==> src/rtl/uart_frame_tx.sv <==
// uart_frame_tx: 8-bit UART transmitter, LSB first, 1 start bit, 1 stop bit.
// Each bit is held for CLKS_PER_BIT clocks. All outputs are registered.
// Optional feature macro: UART_TX_PARITY_EN. When it is defined, an even
// parity bit is sent between the last data bit and the stop bit (8E1).
module uart_frame_tx #(
    parameter int CLKS_PER_BIT = 434,
    parameter int CNT_W        = 16
) (
    input  logic       Clk,
    input  logic       Rst,
    input  logic       Tx_Start,
    input  logic [7:0] Tx_Data,
    output logic       Tx_Out,
    output logic       Tx_Busy,
    output logic       Tx_Done
);

    localparam logic [CNT_W-1:0] LAST_CNT = CNT_W'(CLKS_PER_BIT - 1);

`ifdef UART_TX_PARITY_EN
    typedef enum logic [2:0] {
        IDLE       = 3'd0,
        START_BIT  = 3'd1,
        DATA_BITS  = 3'd2,
        STOP_BIT   = 3'd3,
        PARITY_BIT = 3'd4
    } state_t;
`else
    typedef enum logic [2:0] {
        IDLE      = 3'd0,
        START_BIT = 3'd1,
        DATA_BITS = 3'd2,
        STOP_BIT  = 3'd3
    } state_t;
`endif

    state_t           state_q, state_d;
    logic [7:0]       shift_q, shift_d;
    logic [2:0]       bit_cnt_q, bit_cnt_d;
    logic [CNT_W-1:0] baud_cnt_q, baud_cnt_d;
    logic             tx_out_q, tx_out_d;
    logic             busy_q, busy_d;
    logic             done_q, done_d;
`ifdef UART_TX_PARITY_EN
    logic             parity_q, parity_d;
`endif

    logic bit_end;
    assign bit_end = (baud_cnt_q == LAST_CNT);

    // State and output registers; reset drops any frame and forces the line high.
    always_ff @(posedge Clk or negedge Rst) begin
        if (!Rst) begin
            state_q    <= IDLE;
            shift_q    <= '0;
            bit_cnt_q  <= '0;
            baud_cnt_q <= '0;
            tx_out_q   <= 1'b1;
            busy_q     <= 1'b0;
            done_q     <= 1'b0;
`ifdef UART_TX_PARITY_EN
            parity_q   <= 1'b0;
`endif
        end else begin
            state_q    <= state_d;
            shift_q    <= shift_d;
            bit_cnt_q  <= bit_cnt_d;
            baud_cnt_q <= baud_cnt_d;
            tx_out_q   <= tx_out_d;
            busy_q     <= busy_d;
            done_q     <= done_d;
`ifdef UART_TX_PARITY_EN
            parity_q   <= parity_d;
`endif
        end
    end

    // Next-state logic: outputs are computed one cycle ahead so they leave registers.
    always_comb begin
        state_d    = state_q;
        shift_d    = shift_q;
        bit_cnt_d  = bit_cnt_q;
        baud_cnt_d = baud_cnt_q;
        tx_out_d   = tx_out_q;
        busy_d     = busy_q;
        done_d     = 1'b0;
`ifdef UART_TX_PARITY_EN
        parity_d   = parity_q;
`endif
        case (state_q)
            IDLE: begin
                tx_out_d = 1'b1;
                busy_d   = 1'b0;
                if (Tx_Start) begin
                    // Start bit appears on the accepting edge itself.
                    shift_d    = Tx_Data;
                    bit_cnt_d  = '0;
                    baud_cnt_d = '0;
                    tx_out_d   = 1'b0;
                    busy_d     = 1'b1;
                    state_d    = START_BIT;
`ifdef UART_TX_PARITY_EN
                    parity_d   = ^Tx_Data;
`endif
                end
            end
            START_BIT: begin
                if (bit_end) begin
                    baud_cnt_d = '0;
                    tx_out_d   = shift_q[0];
                    state_d    = DATA_BITS;
                end else begin
                    baud_cnt_d = baud_cnt_q + CNT_W'(1);
                end
            end
            DATA_BITS: begin
                if (bit_end) begin
                    baud_cnt_d = '0;
                    shift_d    = shift_q >> 1;
                    bit_cnt_d  = bit_cnt_q + 3'd1;
                    if (bit_cnt_q == 3'd7) begin
`ifdef UART_TX_PARITY_EN
                        tx_out_d = parity_q;
                        state_d  = PARITY_BIT;
`else
                        tx_out_d = 1'b1;
                        state_d  = STOP_BIT;
`endif
                    end else begin
                        // Next bit is what will sit at shift[0] after this shift.
                        tx_out_d = shift_q[1];
                    end
                end else begin
                    baud_cnt_d = baud_cnt_q + CNT_W'(1);
                end
            end
`ifdef UART_TX_PARITY_EN
            PARITY_BIT: begin
                if (bit_end) begin
                    baud_cnt_d = '0;
                    tx_out_d   = 1'b1;
                    state_d    = STOP_BIT;
                end else begin
                    baud_cnt_d = baud_cnt_q + CNT_W'(1);
                end
            end
`endif
            STOP_BIT: begin
                if (bit_end) begin
                    baud_cnt_d = '0;
                    tx_out_d   = 1'b1;
                    busy_d     = 1'b0;
                    done_d     = 1'b1;
                    state_d    = IDLE;
                end else begin
                    baud_cnt_d = baud_cnt_q + CNT_W'(1);
                end
            end
            default: begin
                // Unused encodings fall back to an idle, high line.
                state_d    = IDLE;
                tx_out_d   = 1'b1;
                busy_d     = 1'b0;
                baud_cnt_d = '0;
                bit_cnt_d  = '0;
            end
        endcase
    end

    assign Tx_Out  = tx_out_q;
    assign Tx_Busy = busy_q;
    assign Tx_Done = done_q;

endmodule

==> config.mk <==
export PLATFORM = sky130hd
export DESIGN_NAME = uart_frame_tx
export DESIGN_NICKNAME = d
export VERILOG_FILES = /design/src/rtl/uart_frame_tx.sv
export SDC_FILE = /design/constraint.sdc
export NUM_CORES = 1
export LEC_CHECK = 0
export ABC_AREA = 1
export BUFFER_PORTS_ARGS = -buffer_cell sky130_fd_sc_hd__buf_2
export CORE_MARGIN = 2
export CORE_UTILIZATION = 25
export DETAILED_ROUTE_END_ITERATION = 12
export GPL_TIMING_DRIVEN = 1
export PLACE_DENSITY_LB_ADDON = 0.08
export SLEW_MARGIN = 25
export SYNTH_ARGS = -nofsm -noshare
export SYNTH_HDL_FRONTEND = slang
export SYNTH_SLANG_ARGS = --single-unit
==> constraint.sdc <==
create_clock -name Clk -period 1.33 [get_ports Clk]
set_input_delay 0.1995 -clock Clk [delete_from_list [all_inputs] [get_ports Clk]]
set_output_delay 0.1995 -clock Clk [all_outputs]
set_load 0.02 [all_outputs]
=== After elaboration in Yosys (flattened, before gate mapping) ===
Index checks and enable logic that the tools add are counted.

* $add $sub $neg: 2
* Eq/ne operators: 10
* Muxes and demuxes: 26
* Bitwise logic cells: 2
* Reductions and logical operators: 10

{| class="wikitable"
|+ Operators with widths
! operator !! count
|-
| 16-bit two-way mux || 2
|-
| 16-bit one-hot mux with 2 select lines || 1
|-
| 3-bit two-way mux || 7
|-
| 16-bit by 1-bit adder with 16-bit output (second input constant) || 1
|-
| 16-bit by 9-bit equality test with 1-bit output (second input constant) || 1
|-
| 8-bit two-way mux || 2
|-
| 8-bit one-hot mux with 2 select lines || 1
|-
| 3-bit one-hot mux with 4 select lines || 1
|-
| 2-bit inequality test (second input constant) || 5
|-
| 1-bit two-way mux || 9
|-
| 3-bit one-hot mux with 3 select lines || 1
|-
| 3-bit AND reduction || 3
|-
| 3-bit by 2-bit equality test with 1-bit output (second input constant) || 2
|-
| 5-bit AND reduction || 1
|-
| 1-bit one-hot mux with 4 select lines || 1
|-
| 2-bit OR reduction || 2
|-
| 3-bit by 1-bit adder with 3-bit output (second input constant) || 1
|-
| 3-bit by 1-bit equality test with 1-bit output (second input constant) || 1
|-
| 3-bit equality test (second input constant) || 1
|-
| 3-bit logical NOT || 1
|-
| 1-bit one-hot mux with 3 select lines || 1
|-
| 3-bit OR reduction || 1
|-
| 1-bit NOT || 2
|-
| 2-bit AND reduction || 1
|-
| 2-bit nonzero test || 1
|}

* Register bits: 33
* Input bits: 11
* Output and inout port bits: 3
* Logic and storage cells: 57

=== Longest topological paths before layout ===
Gate-level depths: netlist of the first run.

* Depth in word-level cells: 4
* Mapped depth: 11
* Mapped depth without buffers: 11

=== Worst setup path before layout of the first run ===
No wires, ideal clock.

* Kind: reg-to-reg
* From: register state_q[0]
* To: register baud_cnt_q[1]
* Library setup time: 0.132 ns
* Data arrival time: 1.308 ns
* Data required time: 1.198 ns
* Path slack: -0.110 ns
* Cell stages (with the launch flop): 8
* Buffers on the path: 1
* Clock period less this slack: 1.440 ns
* Path through: dfrtp_1 > inv_1 > ha_1 > inv_2 > nor2_4 > inv_2 > clkbuf_1 > o22ai_1

* Longest elaborated chain between the ends: 3
* Elaborated cells on any way between the ends: 7
* Classes of those cells: eq/ne (4); mux (1); reduce/logical (2)

{| class="wikitable"
|+ Ends and longest elaborated chain
! item !! RTL line !! source
|-
| start, declared || 37 || <nowiki>state_t state_q, state_d;</nowiki>
|-
| start signal, assigned || 65 || <nowiki>state_q <= state_d;</nowiki>
|-
| 3-bit by 2-bit equality test with 1-bit output or 3-bit by 1-bit equality test with 1-bit output (tied branches) || 90 || <nowiki>case (state_q)</nowiki>
|-
| 3-bit OR reduction (no line) || n/a ||
|-
| 16-bit one-hot mux with 2 select lines || 90 ||
|-
| end signal, assigned || 68 || <nowiki>baud_cnt_q <= baud_cnt_d;</nowiki>
|-
| end, declared || 40 || <nowiki>logic [CNT_W-1:0] baud_cnt_q, baud_cnt_d;</nowiki>
|}

Parallel ways exist; a longest one is shown, timed or not.
A chain may end at the register's enable or synchronous reset.

=== Worst setup path in the final report of the first run ===
* From: register state_q[0]
* To: register state_q[1]

* Longest elaborated chain between the ends: 3
* Elaborated cells on any way between the ends: 11
* Classes of those cells: eq/ne (8); mux (1); reduce/logical (2)

{| class="wikitable"
|+ Ends and longest elaborated chain
! item !! RTL line
|-
| 3-bit by 2-bit equality test with 1-bit output, or another cell as far along || 90
|-
| 2-bit inequality test (no line) || n/a
|-
| 5-bit AND reduction (no line) || n/a
|}

Parallel ways exist; a longest one is shown, timed or not.

==> results of run 1 <==
[cells by family after synthesis]
logic type / Yosys count / synth area share
AO/OA/AOI/OAI: 20 / 0.0582
buffers and inverters: 36 / 0.0751
adder cells (fa/ha/maj): 9 / 0.0563
AND/OR/NAND/NOR: 167 / 0.387
flip-flops: 32 / 0.401
XOR/XNOR: 5 / 0.0219
[where the power goes]
group / internal [mW] / switching, mW / total (mW)
sequential: 1.25 / 0.200 / 1.45
combinational: 1.68 / 1.82 / 3.49
clock: 0.473 / 0.400 / 0.873
total: 3.40 / 2.41 / 5.82
[final cells by class]
cell class,instances,area (um^2)
inverter,30,123
timing repair buffer,88,697
sequential,32,805
tap,102,128
timing repair inverter,1,6.26
multi-input combinational,201,1360
fill,793,4510
clock buffer,8,100
[state kept, by name, summed over array words and instances, names as in the netlist]
name / flops
Tx_Busy: 1
baud_cnt_q: 16
Tx_Out: 1
shift_q: 8
state_q: 2
Tx_Done: 1
bit_cnt_q: 3
[per-stage QoR]
stage	setup WS [ns]	util	total power [mW]	instance area, um^2
after floorplan	-0.0219	-	2.91	2030
after global placement	-0.191	0.344	4.21	2660
after detailed placement	-0.156	0.344	4.17	2660
after CTS	-0.138	0.395	5.71	3050
after global routing	-0.225	0.416	6.33	3220
final	-0.116	0.416	5.82	3220
[what timing repair did]
action | 4_1_cts | 5_1_grt
gates resized for setup | 58 | 35
endpoints found under the hold margin | 10 | 0
buffers inserted | 6 | 6
hold buffers | 1 | 0
pin swaps | 24 | 18
setup endpoints to repair | 30 | 32
gates cloned | 1 | 0
[worst reg2reg max path: cells and delay by family (launching register included)]
family        cells  cell delay, ns
simple gates      4            0.33
fa+ha+maj         1            0.16
buf+inv           4            0.46
flops             1            0.42
[placed cells by master (no fill, tap or decap), types with 2 or more instances in the layout]
cell	count
nor2_4	7
o22ai_2	5
nor2_2	6
inv_1	17
nor2_1	10
nand2_1	81
buf_12	2
nand2_4	4
nand3_2	8
dfrtp_2	2
nand4_1	20
o21ai_2	7
ha_2	2
inv_2	9
ha_1	3
buf_4	62
inv_4	3
xor2_1	3
o21ai_0	2
nand3_1	11
nand2_2	14
clkbuf_8	7
buf_6	9
dfrtp_1	29
buf_2	13
nand3_4	3
o21bai_1	2
ha_4	4
[worst max-delay path by stage]
stage	cells after the start	end	from	slack, ns
6_report	9	state_q[1]	state_q[0]	-0.12
5_1_grt	9	shift_q[4]	baud_cnt_q[1]	-0.23
4_1_cts	9	shift_q[5]	baud_cnt_q[13]	-0.14
3_5_place_dp	9	bit_cnt_q[2]	baud_cnt_q[12]	-0.16
3_3_place_gp	9	bit_cnt_q[0]	baud_cnt_q[12]	-0.19
2_1_floorplan	8	shift_q[0]	state_q[1]	-0.02
[per-layer routing]
metal	share of wire	up-vias	global-route usage
li1	-	1060	-
met1	0.45	961	0.191
met2	0.52	21	0.266
met3	0.019	5	0.0290
met4	0.0081	0	0.0404
met5	0	-	0
==> flow_metrics.py, run 1 <==
metrics = {
    "die": {
        "fp-row-count": 32,
        "die_height_um": 93.4,
        "dieArea_um2": 8730,
        "fp.dieW_um": 93.4,
        "initial_core_util": 0.259,
        "top_level_ports": 14,
        "core_um2": 7730,
    },
    "power_and_ir_drop": {
        "p_leak_nw": 1.55,
        "max-vdd-ir-drop_mv": 0.768,
        "power_density_nw_per_um2": 1810,
    },
    "layout": {
        "antennaDiodeCount": 0,
        "syn_to_final_growth_pct": 60.8,
        "nNetsFinal": 379,
        "fin_cells": 462,
        "drive_above_1_share": 0.486,
    },
    "logic_synthesis": {
        "ys_ff_latch": 32,
        "synth_common_cells": "93 x nand2_1, 31 x dfrtp_1, 24 x inv_1",
        "synthArstFlopShare": 1.00,
        "yosysMostFrequentCell": "nand2_1",
        "ys_types": 28,
        "synth_enable_flop_cells": 0,
        "netlist_instances": 269,
        "yosysTopAreaCell": "dfrtp_1",
        "syn_avg_cell_area_um2": 7.43,
        "synth-main-ff-cell": "dfrtp_1",
        "syn_nets": 289,
        "netlist_top_cells_area": "dfrtp_1 39%, nand2_1 17%, nand4_1 6.3%",
        "synth_top_area_share": 0.388,
        "ys_warn_count": 0,
        "yosysSeqAreaShare": 0.401,
        "synth_area_um2": 2000,
    },
    "sta": {
        "skew_ns": 0.00861,
        "hold_ws_ns": 0.169,
        "relSlewSlack": 0.770,
        "finalCriticalPeriod_ns": 1.45,
        "timing.final.crit_share": 1.09,
        "setup_violations": 29,
        "fin_ws_ns": -0.116,
        "grt_setup_unrepaired": "true",
        "hold_violations": 0,
        "fmaxAchievable_mhz": 692,
        "worst_pin_slew_ns": 0.344,
        "tns_ns": -2.20,
        "maxSlewViolCount": 0,
    },
    "place": {
        "port_buffers": 13,
        "placed_cells": 440,
        "gp_congestion": 0.796,
        "dp_hpwl_um": 4430,
    },
    "outcome": {
        "violations": "setup timing",
        "outcome": "finished, violations left",
    },
    "drt": {
        "drtPass1Iterations": 4,
        "drc": 0,
        "via_per_inst": 4.43,
        "dr_total_vias": 2047,
        "ant_nets": 0,
        "initialDrtViolationCount": 37,
        "wl_um": 6070,
        "routedWlPerCell_um": 13.1,
    },
    "global_route": {
        "antenna_found_initial": 0,
        "grt_pass1_wl_um": 10200,
        "grt_pass1_vias": 2067,
        "grt_use_total": 0.152,
        "grt_max_degree": 22,
        "overflow": 0,
    },
    "setup_path": {
        "crit_buf_inv": 4,
        "reg2reg_slack_ns": -0.12,
        "critical_path.max_stage_delay_ns": 0.42,
        "reg2reg_depth": 9,
        "r2r_end": "state_q[1]",
        "critPathKind": "flop to flop",
        "worstPathArrival_ns": 1.67,
        "timing.rr.start": "state_q[0]",
        "path_delay_family": "buffers and inverters",
        "critical-path-slowest-cell": "dfrtp_1",
        "end_kind": "flop",
        "crit_path_start_kind": "flop",
        "path_max_fanout": 8,
        "critPathMostFrequentCell": "nand2_1",
        "crit_chain": "inv_2 > ha_4 > inv_4 > nor2_4 > clkinv_4 > buf_4 > nand3_2 > nand2_1 > nand2_1",
        "required_ns": 1.56,
    },
    "cts": {
        "htreeDepth": 2,
        "cts_buffer_depth": 2,
        "clk_latency_ns": 0.29,
        "cts.sinks": 32,
        "path_clk_slew_ns": 0.07,
        "cts-root-buf": "clkbuf_8",
        "cts_inserted_buffers": 5,
        "cts_tree": "done",
    },
    "worst_hold_path": {
        "holdPathStages": 3,
        "hold_start": "Tx_Data[7]",
        "min_to": "shift_q[7]",
        "min_path_type": "primary input to flop",
    },
    "run": {
        "max_cap_violations": 0,
    },
}
Power figures use the tool's default switching activity.
==> run 2, diff against run 1 <==
--- a/config.mk
+++ b/config.mk
@@ -7,11 +7,14 @@
 export LEC_CHECK = 0
 export ABC_AREA = 1
 export BUFFER_PORTS_ARGS = -buffer_cell sky130_fd_sc_hd__buf_2
+export CAP_MARGIN = 15
 export CORE_MARGIN = 2
 export CORE_UTILIZATION = 25
 export DETAILED_ROUTE_END_ITERATION = 12
 export GPL_TIMING_DRIVEN = 1
+export HOLD_SLACK_MARGIN = 0.03
 export PLACE_DENSITY_LB_ADDON = 0.08
+export REMOVE_ABC_BUFFERS = 1
 export SLEW_MARGIN = 25
 export SYNTH_ARGS = -nofsm -noshare
 export SYNTH_HDL_FRONTEND = slang
==> run 2 against run 1 <==
The flow still finishes with violations (setup timing). Critical path type unchanged. Critical path depth grew 2. Cell count shrank 3.2%. Register-to-register slack gained 0.02 ns. Core utilization shrank 3.4 points. Via count shrank 4.2%. Flip-flop and latch count is the same. Clock skew shrank 0.0040 ns. Count of clock-buffer cells in the layout shrank 2.
==> flow_metrics.py, run 2 (synthesis results as in run 1) <==
metrics = {
    "worst_hold_path": {
        "min_path_type": "primary input to flop",
        "holdPathStages": 3,
        "hold_start": "Tx_Data[7]",
        "min_to": "shift_q[7]",
    },
    "place": {
        "placed_cells": 434,
        "gp_congestion": 0.803,
        "place_ws_ns": -0.157,
        "port_buffers": 13,
        "dp_hpwl_um": 4280,
    },
    "sta": {
        "finalCriticalPeriod_ns": 1.43,
        "grt_setup_unrepaired": "true",
        "worst_pin_slew_ns": 0.385,
        "timing.final.crit_share": 1.08,
        "setup_violations": 27,
        "hold_violations": 0,
        "fin_ws_ns": -0.100,
        "skew_ns": 0.00464,
        "maxSlewViolCount": 0,
        "relSlewSlack": 0.743,
        "fmaxAchievable_mhz": 699,
        "tns_ns": -1.55,
    },
    "power_and_ir_drop": {
        "max-vdd-ir-drop_mv": 0.568,
        "p_leak_nw": 1.45,
        "power_density_nw_per_um2": 1830,
    },
    "drt": {
        "wl_um": 5740,
        "ant_nets": 0,
        "drtPass1Iterations": 4,
        "initialDrtViolationCount": 65,
        "via_per_inst": 4.39,
        "dr_total_vias": 1961,
        "drc": 0,
        "routedWlPerCell_um": 12.8,
    },
    "die": {
        "top_level_ports": 14,
        "fp-row-count": 32,
        "fp.dieW_um": 93.4,
        "dieArea_um2": 8730,
        "core_um2": 7730,
        "initial_core_util": 0.259,
        "die_height_um": 93.4,
    },
    "global_route": {
        "grt_pass1_wl_um": 9990,
        "top_usage_layer": "met2",
        "met2_usage": 0.220,
        "grtUsageMet1": 0.214,
        "grt_use_total": 0.145,
        "grt_pass1_vias": 2063,
        "use_met3": 0.0250,
        "grt_max_degree": 19,
        "overflow": 0,
        "antenna_found_initial": 0,
    },
    "setup_path": {
        "reg2reg_depth": 11,
        "timing.rr.start": "baud_cnt_q[1]",
        "reg2reg_slack_ns": -0.10,
        "end_kind": "flop",
        "worstPathArrival_ns": 1.66,
        "critPathKind": "flop to flop",
        "crit_path_start_kind": "flop",
        "r2r_end": "Tx_Out",
        "required_ns": 1.56,
        "path_max_fanout": 3,
    },
    "cts": {
        "clk_latency_ns": 0.29,
        "cts.sinks": 32,
        "cts_buffer_depth": 2,
        "htreeDepth": 2,
        "path_clk_slew_ns": 0.08,
        "cts_tree": "done",
        "cts_inserted_buffers": 5,
        "cts-root-buf": "clkbuf_8",
    },
    "layout": {
        "largest_register": "baud_cnt_q",
        "nNetsFinal": 364,
        "layout_common_cells": "89 x nand2_1, 52 x buf_4, 29 x dfrtp_1",
        "largest_reg_flops": 16,
        "syn_to_final_growth_pct": 47.5,
        "layout_commonest_cell": "nand2_1",
        "reg_top3": "baud_cnt_q x16, shift_q x8, bit_cnt_q x3",
        "final_util": 0.382,
        "nFillCells": 814,
        "antennaDiodeCount": 0,
        "fin_cells": 447,
        "drive_above_1_share": 0.403,
    },
    "outcome": {
        "outcome": "finished, violations left",
        "violations": "setup timing",
    },
    "run": {
        "max_cap_violations": 0,
    },
}
run 2: timing repair:
| item | CTS | global route |
|---|---|---|
| gates resized for setup | 32 | 36 |
| gates cloned | 0 | 1 |
| setup buffers | 0 | 3 |
| hold endpoints to repair | 13 | 0 |
| hold buffers | 1 | 0 |
| endpoints found under the setup margin | 31 | 32 |
| pin swaps | 9 | 12 |
run 2: through the flow:
stage / hold slack, ns / total power, mW / area (um^2)
CTS: 0.163 / 5.10 / 2810
global route: 0.191 / 5.92 / 2950
floorplan: -0.0961 / 2.74 / 1960
global placement: 0.154 / 3.95 / 2590
finish: 0.162 / 5.41 / 2950
detailed placement: 0.151 / 3.92 / 2590
run 2: worst max-delay path, cell delays in order, from the launching register on:
cell and delay (ns):
dfrtp_1 0.39, inv_2 0.08, ha_4 0.15, inv_2 0.03, nor2_1 0.07, nand2_1 0.06
nor2_2 0.11, nand2_2 0.10, buf_4 0.15, buf_4 0.12, nand3_1 0.05, nand2_1 0.05
run 2: worst max-delay path by stage:
stage	from	to	slack (ns)
after floorplan	state_q[0]	shift_q[0]	-0.29
after global placement	baud_cnt_q[12]	bit_cnt_q[2]	-0.15
after detailed placement	baud_cnt_q[1]	baud_cnt_q[11]	-0.16
after CTS	state_q[1]	baud_cnt_q[2]	-0.08
after global routing	baud_cnt_q[1]	baud_cnt_q[11]	-0.21
final	baud_cnt_q[1]	Tx_Out	-0.10
run 2: per-layer routing:
metal / wire length (um) / part of all wire / vias up
met4: 60 / 0.010 / 0
met3: 126 / 0.022 / 5
met5: 0 / 0 / -
met2: 2430 / 0.42 / 18
met1: 3120 / 0.54 / 905
li1: - / - / 1033
run 2: area by class of cell:
type | instances | area (um^2) | area share
multi-input combinational | 201 | 1230 | 0.416
sequential | 32 | 805 | 0.273
timing repair buffer | 73 | 557 | 0.189
tap | 102 | 128 | 0.0433
inverter | 30 | 120 | 0.0407
clock buffer | 6 | 72.6 | 0.0246
clock inverter | 2 | 35.0 | 0.0119
timing repair inverter | 1 | 5.00 | 0.00170
run 2: power breakdown:
part	switching [mW]	internal (mW)
Sequential	0.173	1.25
Combinational	1.67	1.36
Clock	0.405	0.557
Total	2.25	3.16
==> run 3, diff against run 2 <==
--- a/config.mk
+++ b/config.mk
@@ -8,6 +8,8 @@
 export ABC_AREA = 1
 export BUFFER_PORTS_ARGS = -buffer_cell sky130_fd_sc_hd__buf_2
 export CAP_MARGIN = 15
+export CELL_PAD_IN_SITES_DETAIL_PLACEMENT = 1
+export CELL_PAD_IN_SITES_GLOBAL_PLACEMENT = 1
 export CORE_MARGIN = 2
 export CORE_UTILIZATION = 25
 export DETAILED_ROUTE_END_ITERATION = 12
==> run 3 against run 2 <==
The run still ends with setup timing left. Routed wire length up 21%. Cell count up 2.5%. Critical path type unchanged. Flip-flop and latch count unchanged. Clock skew up 0.0032 ns. Sequential share of layout area down 1.8 points. Count of clock-buffer cells in the layout up 1. Worst hold slack better by 0.042 ns. Clock power down 21%. Largest power group unchanged. Critical endpoint is now baud_cnt_q[2]. Critical path depth down 1. Combinational power up 14%.
==> flow_metrics.py, run 3 (synthesis results as in run 1) <==
metrics = {
    "global_route": {
        "overflow": 0,
        "antenna_found_initial": 0,
        "grt_pass1_vias": 2169,
        "grt_max_degree": 33,
        "grt_pass1_wl_um": 11100,
        "grt_use_total": 0.167,
    },
    "setup_path": {
        "reg2reg_depth": 10,
        "required_ns": 1.51,
        "crit_path_start_kind": "flop",
        "worstPathArrival_ns": 1.67,
        "path_max_fanout": 7,
        "critPathKind": "flop to flop",
        "end_kind": "flop",
    },
    "cts": {
        "cts-root-buf": "clkbuf_8",
        "cts.sinks": 32,
        "cts_buffer_depth": 2,
        "cts_inserted_buffers": 5,
        "htreeDepth": 2,
        "clk_latency_ns": 0.29,
        "path_clk_slew_ns": 0.08,
        "cts_tree": "done",
    },
    "outcome": {
        "outcome": "finished, violations left",
        "violations": "setup timing",
    },
    "sta": {
        "maxSlewViolCount": 0,
        "fin_ws_ns": -0.167,
        "worst_pin_slew_ns": 0.232,
        "timing.final.crit_share": 1.13,
        "skew_ns": 0.00788,
        "hold_ws_ns": 0.204,
        "finalCriticalPeriod_ns": 1.50,
        "hold_violations": 0,
        "relSlewSlack": 0.844,
        "fmaxAchievable_mhz": 668,
        "setup_violations": 27,
        "tns_ns": -2.97,
        "grt_setup_unrepaired": "true",
    },
    "power_and_ir_drop": {
        "power_density_nw_per_um2": 1790,
        "max-vdd-ir-drop_mv": 0.581,
        "p_leak_nw": 1.51,
    },
    "worst_hold_path": {
        "holdPathStages": 3,
        "min_path_type": "primary input to flop",
    },
    "drt": {
        "dr_total_vias": 2091,
        "routedWlPerCell_um": 15.1,
        "wl_um": 6920,
        "route.met3.wl_um": 124,
        "top_layer": "met4",
        "drt-met1-wl_um": 3410,
        "wl_met2_um": 3310,
        "drtPass1Iterations": 4,
        "drc": 0,
        "initialDrtViolationCount": 37,
        "ant_nets": 0,
        "via_per_inst": 4.57,
    },
    "layout": {
        "layout_common_cells": "78 x nand2_1, 61 x buf_4, 28 x dfrtp_1",
        "nNetsFinal": 375,
        "syn_to_final_growth_pct": 57.9,
        "nFillCells": 951,
        "drive_above_1_share": 0.475,
        "fin_cells": 458,
        "antennaDiodeCount": 0,
        "layout_commonest_cell": "nand2_1",
        "reg_top3": "baud_cnt_q x16, shift_q x8, bit_cnt_q x3",
        "largest_register": "baud_cnt_q",
        "largest_reg_flops": 16,
    },
    "die": {
        "top_level_ports": 14,
        "dieArea_um2": 8730,
        "core_um2": 7730,
        "initial_core_util": 0.259,
        "fp.dieW_um": 93.4,
        "die_height_um": 93.4,
        "fp-row-count": 32,
    },
    "place": {
        "gp_congestion": 0.761,
        "placed_cells": 432,
        "dp_hpwl_um": 4810,
        "port_buffers": 13,
    },
    "run": {
        "max_cap_violations": 0,
    },
}
==> run 3: path summary, 6_finish.rpt <==
check                         startpoint       endpoint  slack [ns]
hold / removal                Tx_Data[7]     shift_q[7]        0.20
setup / recovery           baud_cnt_q[1]  baud_cnt_q[2]       -0.17
min in group asynchronous            Rst        Tx_Done        0.39
setup reg to reg           baud_cnt_q[1]  baud_cnt_q[2]       -0.17
hold reg to reg               shift_q[6]     shift_q[6]        0.47
max in group asynchronous            Rst         Tx_Out        0.68
==> run 3: stage by stage <==
| step | power [mW] | area (um^2) | worst slack, ns | util |
|---|---|---|---|---|
| global placement | 3.98 | 2600 | -0.204 | 0.336 |
| finish | 5.66 | 3160 | -0.167 | 0.409 |
| detailed placement | 4.01 | 2600 | -0.217 | 0.336 |
| CTS | 5.14 | 2860 | -0.0954 | 0.370 |
| global route | 6.13 | 3160 | -0.274 | 0.409 |
| floorplan | 2.74 | 1960 | -0.285 | - |
==> run 3: timing repair <==
| item | 4_1_cts | 5_1_grt |
|---|---|---|
| setup buffers | 6 | 10 |
| hold buffers | 1 | 0 |
| gates cloned | 0 | 1 |
| pin swaps | 8 | 22 |
| resized for setup | 37 | 57 |
| endpoints found under the hold margin | 31 | 0 |
| setup endpoints to repair | 31 | 32 |
==> run 3: critical path, stage by stage, from the launching register on <==
cell,delay [ns]
dfrtp_1,0.42
inv_2,0.10
ha_4,0.15
inv_1,0.04
nor2_2,0.09
nand2_1,0.06
nor2_2,0.09
nand2_2,0.10
nand2_4,0.14
buf_4,0.13
o22ai_1,0.05
==> run 3: power by group <==
group          switching (mW)  total [mW]  internal, mW
Combinational            1.83        3.45          1.62
Clock                   0.396       0.764         0.368
Sequential              0.203        1.45          1.25
==> run 3: layer usage <==
layer,track usage,vias up
met2,0.262,14
met5,0,-
met1,0.237,1020
met4,0.0404,0
li1,-,1052
met3,0.0298,5
==> run 3: area by class of cell <==
type	instances	area (um^2)	share of cell area
inverters	30	123	0.0388
flip-flops and latches	32	806	0.255
multi-input cells	201	1330	0.420
well taps	102	128	0.0404
clock buffers	7	76.3	0.0242
repair buffers	85	694	0.220
clock inverters	1	5.00	0.00159
